File: src/rtl/toggle_pulse_gen.sv
// Push-button conditioner: 2-flop synchronizer, counter debounce FSM and optional
// auto-repeat, producing a single-cycle toggle request for a T flip-flop.
module toggle_pulse_gen #(
    parameter int DEBOUNCE_CYCLES = 4,
    parameter int REPEAT_CYCLES   = 0,
    parameter int CNT_W           = 16
) (
    input  logic clk,
    input  logic rst,
    input  logic btn_in,
    input  logic en,
    output logic t_pulse,
    output logic btn_level,
    output logic busy
);

    typedef enum logic [1:0] {
        IDLE         = 2'd0,
        PRESS_WAIT   = 2'd1,
        HELD         = 2'd2,
        RELEASE_WAIT = 2'd3
    } state_t;

    localparam logic             REPEAT_EN = (REPEAT_CYCLES != 0);
    localparam int               R_LAST_I  = (REPEAT_CYCLES == 0) ? 0 : REPEAT_CYCLES - 1;
    localparam logic [CNT_W-1:0] D_LAST    = CNT_W'(DEBOUNCE_CYCLES - 1);
    localparam logic [CNT_W-1:0] R_LAST    = CNT_W'(R_LAST_I);

    state_t           state_reg, state_next;
    logic [CNT_W-1:0] dcnt_reg, dcnt_next;
    logic [CNT_W-1:0] rcnt_reg, rcnt_next;
    logic             s1_reg, s2_reg;
    logic             t_pulse_reg, t_pulse_next;
    logic             btn_level_reg, busy_reg;

    always_ff @(posedge clk or posedge rst) begin
        if (rst) begin
            s1_reg <= 1'b0;
            s2_reg <= 1'b0;
        end else begin
            s1_reg <= btn_in;
            s2_reg <= s1_reg;
        end
    end

    always_comb begin
        state_next   = state_reg;
        dcnt_next    = dcnt_reg;
        rcnt_next    = rcnt_reg;
        t_pulse_next = 1'b0;
        case (state_reg)
            IDLE: begin
                if (s2_reg) begin
                    state_next = PRESS_WAIT;
                    dcnt_next  = '0;
                end
            end
            PRESS_WAIT: begin
                if (!s2_reg) begin
                    state_next = IDLE;
                end else if (dcnt_reg == D_LAST) begin
                    state_next   = HELD;
                    rcnt_next    = '0;
                    t_pulse_next = en;
                end else begin
                    dcnt_next = dcnt_reg + 1'b1;
                end
            end
            HELD: begin
                if (!s2_reg) begin
                    state_next = RELEASE_WAIT;
                    dcnt_next  = '0;
                end else if (REPEAT_EN && (rcnt_reg == R_LAST)) begin
                    t_pulse_next = en;
                    rcnt_next    = '0;
                end else if (rcnt_reg != '1) begin
                    // Saturates only matter when repeat is off and the button is held forever.
                    rcnt_next = rcnt_reg + 1'b1;
                end
            end
            RELEASE_WAIT: begin
                if (s2_reg) begin
                    state_next = HELD;
                    rcnt_next  = '0;
                end else if (dcnt_reg == D_LAST) begin
                    state_next = IDLE;
                end else begin
                    dcnt_next = dcnt_reg + 1'b1;
                end
            end
            default: state_next = IDLE;
        endcase
    end

    // Level and busy are decoded from the next state so they line up with state_reg.
    always_ff @(posedge clk or posedge rst) begin
        if (rst) begin
            state_reg     <= IDLE;
            dcnt_reg      <= '0;
            rcnt_reg      <= '0;
            t_pulse_reg   <= 1'b0;
            btn_level_reg <= 1'b0;
            busy_reg      <= 1'b0;
        end else begin
            state_reg     <= state_next;
            dcnt_reg      <= dcnt_next;
            rcnt_reg      <= rcnt_next;
            t_pulse_reg   <= t_pulse_next;
            btn_level_reg <= (state_next == HELD) || (state_next == RELEASE_WAIT);
            busy_reg      <= (state_next == PRESS_WAIT) || (state_next == RELEASE_WAIT);
        end
    end

    assign t_pulse   = t_pulse_reg;
    assign btn_level = btn_level_reg;
    assign busy      = busy_reg;

endmodule
File: config.mk
export PLATFORM = sky130hd
export DESIGN_NAME = toggle_pulse_gen
export DESIGN_NICKNAME = d
export VERILOG_FILES = /design/src/rtl/toggle_pulse_gen.sv
export SDC_FILE = /design/constraint.sdc
export NUM_CORES = 1
export LEC_CHECK = 0
export ABC_CLOCK_PERIOD_IN_PS = 1780
export BUFFER_PORTS_ARGS = -buffer_cell sky130_fd_sc_hd__buf_4
export CORE_MARGIN = 2
export CORE_UTILIZATION = 52
export DETAILED_ROUTE_END_ITERATION = 8
export HOLD_SLACK_MARGIN = 0.02
export PLACE_DENSITY = 0.74
export SLEW_MARGIN = 20
export SYNTH_ARGS = -nofsm -noshare
export SYNTH_HDL_FRONTEND = slang
export SYNTH_SLANG_ARGS = --single-unit
File: constraint.sdc
create_clock -name clk -period 1.78 [get_ports clk]
set_input_delay 0 -clock clk [delete_from_list [all_inputs] [get_ports clk]]
set_output_delay 0 -clock clk [all_outputs]
set_load 0.05 [all_outputs]
; Word-level counts from Yosys, hierarchy flattened
; Index checks and enable logic that the tools add are counted.
[op_classes]
n_addsub = 1
n_eq_ne = 11
muxes = 16
n_reduce_logical = 4
[op_table]
columns = op, n
row1 = 16-bit two-way mux, 5
row2 = 16-bit one-hot mux with 4 select lines, 1
row3 = 16-bit by 1-bit adder with 16-bit output (second input constant), 1
row4 = 16-bit by 2-bit equality test with 1-bit output (second input constant), 1
row5 = 2-bit two-way mux, 6
row6 = 2-bit equality test (second input constant), 4
row7 = 2-bit != test (second input constant), 4
row8 = 2-bit one-hot mux with 4 select lines, 1
row9 = 2-bit by 1-bit equality test with 1-bit output (second input constant), 2
row10 = 4-bit AND reduction, 1
row11 = 1-bit two-way mux, 3
row12 = 2-bit logical NOT, 1
row13 = 1-bit logical OR, 2
[word_totals]
reg_bits = 23
output_inout_bits = 3

; Logic depth before layout (Yosys ltp)
[logic_depth]
word_depth = 6
mapped_depth = 5
depth_no_buf = 5

; Worst setup path before layout
; No wires, ideal clock.
[synth_path]
path_type = register to register
from = register state_reg[1]
to = register dcnt_reg[11]
arrival_ps = 2000
required_ps = 1702
setup_slack_ps = -298
path_stages_with_launch = 6
period_less_slack_ps = 2078
path_cell_list = dfrtp_1 > xnor2_1 > or4_1 > buf_2 > or3_1 > a21oi_1
[synth_between]
elab_chain_cells = 3
[synth_rtl]
columns = element, line_no
row1 = start: declaration, 29  ; state_t state_reg, state_next;
row2 = start signal: assignment, 105  ; state_reg <= state_next;
row3 = "2-bit equality test, or another cell as far along", n/a
row4 = 2-bit != test (no line), n/a
row5 = 4-bit AND reduction (no line), n/a
row6 = end signal: assignment, 106  ; dcnt_reg <= dcnt_next;
row7 = end: declaration, 30  ; logic [CNT_W-1:0] dcnt_reg, dcnt_next;
; Parallel ways exist; a longest one is shown, timed or not.
; A chain may end at the register's enable or synchronous reset.

; Final worst setup path
[layout_path]
from = register dcnt_reg[1]
to = register dcnt_reg[14]
[layout_between]
elab_chain_cells = 4
[layout_rtl]
columns = element, line_no
row1 = 16-bit by 1-bit adder with 16-bit output or 16-bit by 2-bit equality test with 1-bit output (tied branches), n/a
row2 = 16-bit two-way mux *, "61, 85"
row3 = 16-bit two-way mux (on tied branches), "82, 59"
row4 = 16-bit one-hot mux with 4 select lines *, 51  ; case (state_reg)
; Mark *: on every way between the ends. The rest lies on a longest branch, timed or not. The select of a mux whose other input is x is not followed.

==> results.py <==
metrics = {
    "grt": {
        "grt_usage_pct": 22.9,
        "grt_start_max_net_pins": 13,
        "grt_pass1_vias": 948,
        "grt_overflow": 0,
        "grt_pass1_wl_mm": 4.20,
        "antenna_found_initial": 0,
    },
    "layout": {
        "synthToLayoutAreaGrowth_pct": 29.3,
        "fin_area_sq_mm": 0.00136,
        "final_nets": 142,
        "multiInputGateArea_sq_um": 519,
        "postLayoutCoreUtil_pct": 70.0,
        "mostFrequentLayoutCells": "buf_4 (24), dfrtp_1 (21), nand2_1 (10)",
        "largest_reg_flops": 16,
        "fill_cells": 167,
        "layout.cells.most_common": "buf_4",
        "stdcell_count": 163,
        "drive_gt1_share_pct": 30.1,
        "area.sequential_sq_um": 552,
        "antenna_cells": 0,
    },
    "worst_setup_path": {
        "crit_slowest_cell": "or4_4",
        "cp.arrival_ns": 1.99,
        "crit_required_ns": 2.03,
        "cpPeakStageDelay_ns": 0.57,
        "critPathMaxFanout": 6,
        "startpoint_type": "flop",
        "rr_worst_depth": 5,
        "path_delay_family": "simple AND/OR/NAND/NOR gates",
        "path_depth": 5,
        "critical_path.cell_chain": "ha_2, nand2_1, or4_4, or3_4, a21oi_2",
        "endpoint_kind": "flop",
        "critical_path_class": "flop to flop",
        "crit_buf_inv": 0,
    },
    "power": {
        "power_density_mw_per_mm2": 1090,
        "p_leak_nw": 0.587,
        "internal_power_mw": 0.926,
        "ir_drop_mv": 1.10,
        "combPwrFrac_pct": 42.1,
        "p_sw_share_pct": 37.8,
        "power_switching_mw": 0.562,
        "clkPwrFrac_pct": 15.8,
        "totalPowerFinal_mw": 1.49,
        "pwr-share-seq_pct": 42.1,
    },
    "worst_hold_path": {
        "hp-class": "input pin to async pin",
    },
    "job": {
        "drv_cap": 0,
    },
    "synth": {
        "yosysWarnings": 0,
        "ys_seq_area_share_pct": 52.3,
        "syn_inst": 109,
        "synth-seq-cells": 22,
        "syn_avg_cell_area_sq_um": 9.65,
        "synthTopCellsByArea": "dfrtp_1 (52%), or3_1 (4.2%), a21oi_1 (3.8%)",
        "post-synth-top-area-cell": "dfrtp_1",
        "synth.distinct_cells": 30,
        "netlist.area_leader.share_pct": 52.3,
        "syn-num-nets": 114,
        "synth_area_sq_mm": 0.00105,
    },
    "timing": {
        "skew_ns": 0.00121,
        "drv_slew": 0,
        "period_minus_slack_ns": 1.74,
        "timing.hold.ws_ns": 0.252,
        "final.setup.tns_ns": 0,
        "slew-limit-headroom_pct": 67.9,
        "layout_setup_ws_ns": 0.0388,
        "setup_violations": 0,
        "rsz0062_at_grt": "yes",
        "timing.final.crit_share_pct": 97.8,
        "hold_viol": 0,
        "fmax_mhz": 574,
        "max_slew.worst_pin.slew_ns": 0.480,
    },
    "clock_network": {
        "clock_latency_ns": 0.31,
        "cts_root_buf": "clkbuf_4",
        "cts_inserted_buffers": 3,
        "tritoncts": "built",
        "htree_num_levels": 1,
        "clk_pin_slew_ns": 0.12,
        "clock-sinks": 22,
        "clockBufferDepth": 2,
    },
    "die": {
        "dieArea_sq_mm": 0.00240,
        "start_util_pct": 54.2,
        "fp.dieW_microns": 49.0,
        "core_sq_mm": 0.00194,
        "rows": 16,
        "die_height_microns": 49.0,
        "io_pins": 7,
    },
    "routing": {
        "wl_mm": 2.34,
        "vias": 920,
        "routedWlPerCell_microns": 14.4,
        "drc_errors": 0,
        "dr.pass1.iters": 4,
        "viasPerCell": 5.64,
        "drt_iter0_drc": 22,
        "ant_nets": 0,
    },
    "placed_design": {
        "numPortBuffers": 6,
        "hpwl_mm": 1.69,
        "routabilityCongestion": 0.838,
        "post-place-ws_ns": -0.0206,
        "dp.cells": 153,
        "post_dp_cell_area_sq_mm": 0.00124,
    },
    "run_status": {
        "run_status": "finished clean",
    },
}
==> tightest hold or removal path: cells and delay by family <==
family                 cells  cell delay [ns]
buffers and inverters      3             1.01
==> routing by layer <==
layer | GRT usage (%) | share of wire (%) | routed length, microns | vias to the layer above
li1 | - | - | - | 450
met1 | 27.9 | 42 | 990 | 453
met2 | 40.2 | 54 | 1260 | 13
met3 | 5.83 | 2.5 | 59 | 4
met4 | 6.19 | 1.3 | 31 | 0
met5 | 0 | 0 | 0 | -
==> power groups by stage <==
stage | Sequential (mW) | Clock [mW] | Combinational (mW)
floorplan | 0.711 | 0 | 0.269
CTS | 0.625 | 0.242 | 0.604
finish | 0.626 | 0.236 | 0.626
detailed placement | 0.635 | 0 | 0.573
global placement | 0.630 | 0 | 0.558
global route | 0.636 | 0.266 | 0.678
==> logic make-up after synthesis <==
group / after synthesis / share of synthesized area, %
flops: 22 / 52.3
simple gates: 47 / 25.0
xor+xnor: 4 / 3.33
mux: 2 / 2.02
compound gates: 24 / 12.8
fa+ha+maj: 1 / 1.19
buf+inv: 9 / 3.33
==> path summary, 6_finish.rpt <==
path                                            endpoint                     from  slack, ns
min in group clk                        s1_reg$_DFF_PP0_                   btn_in       0.33
max in group asynchronous         state_reg[1]$_DFF_PP0_                      rst       1.00
worst max register to register  dcnt_reg[14]$_DFFE_PP0P_  dcnt_reg[1]$_DFFE_PP0P_       0.04
worst max-delay path            dcnt_reg[14]$_DFFE_PP0P_  dcnt_reg[1]$_DFFE_PP0P_       0.04
worst min-delay path            dcnt_reg[13]$_DFFE_PP0P_                      rst       0.25
worst min register to register          s2_reg$_DFF_PP0_         s1_reg$_DFF_PP0_       0.36
==> cell usage after synthesis, drive strengths merged <==
library cell and n:
nor4 4, nand3b 1, mux2 1, or2 1
or4 2, inv 5, nor2b 1, nor4bb 1
dfrtp 22, and3 1, nand3 7, nand4 4
or3 7, o21ai 11, xnor2 4, buf 1
nor3 3, o22ai 1, a21oi 8, clkbuf 3
a211o 1, mux2i 1, nand2 10, o21a 1
a41oi 2, ha 1, nor2 4, and4 1
==> cell type report <==
class / instances / area share (%)
sequential: 22 / 40.6
tap: 27 / 2.48
clock buffer: 4 / 1.93
inverter: 5 / 1.38
timing repair buffer: 27 / 15.5
multi-input combinational: 78 / 38.2
==> repair_timing <==
| action | in CTS | in global routing |
|---|---|---|
| setup buffers | 2 | 1 |
| pin swaps | 1 | 7 |
| resized for setup | 1 | 9 |
| endpoints found under the setup margin | 3 | 9 |
| hold buffers | 3 | 0 |
| hold endpoints to repair | 13 | 0 |
No activity file was read; power rests on OpenSTA's default activity.
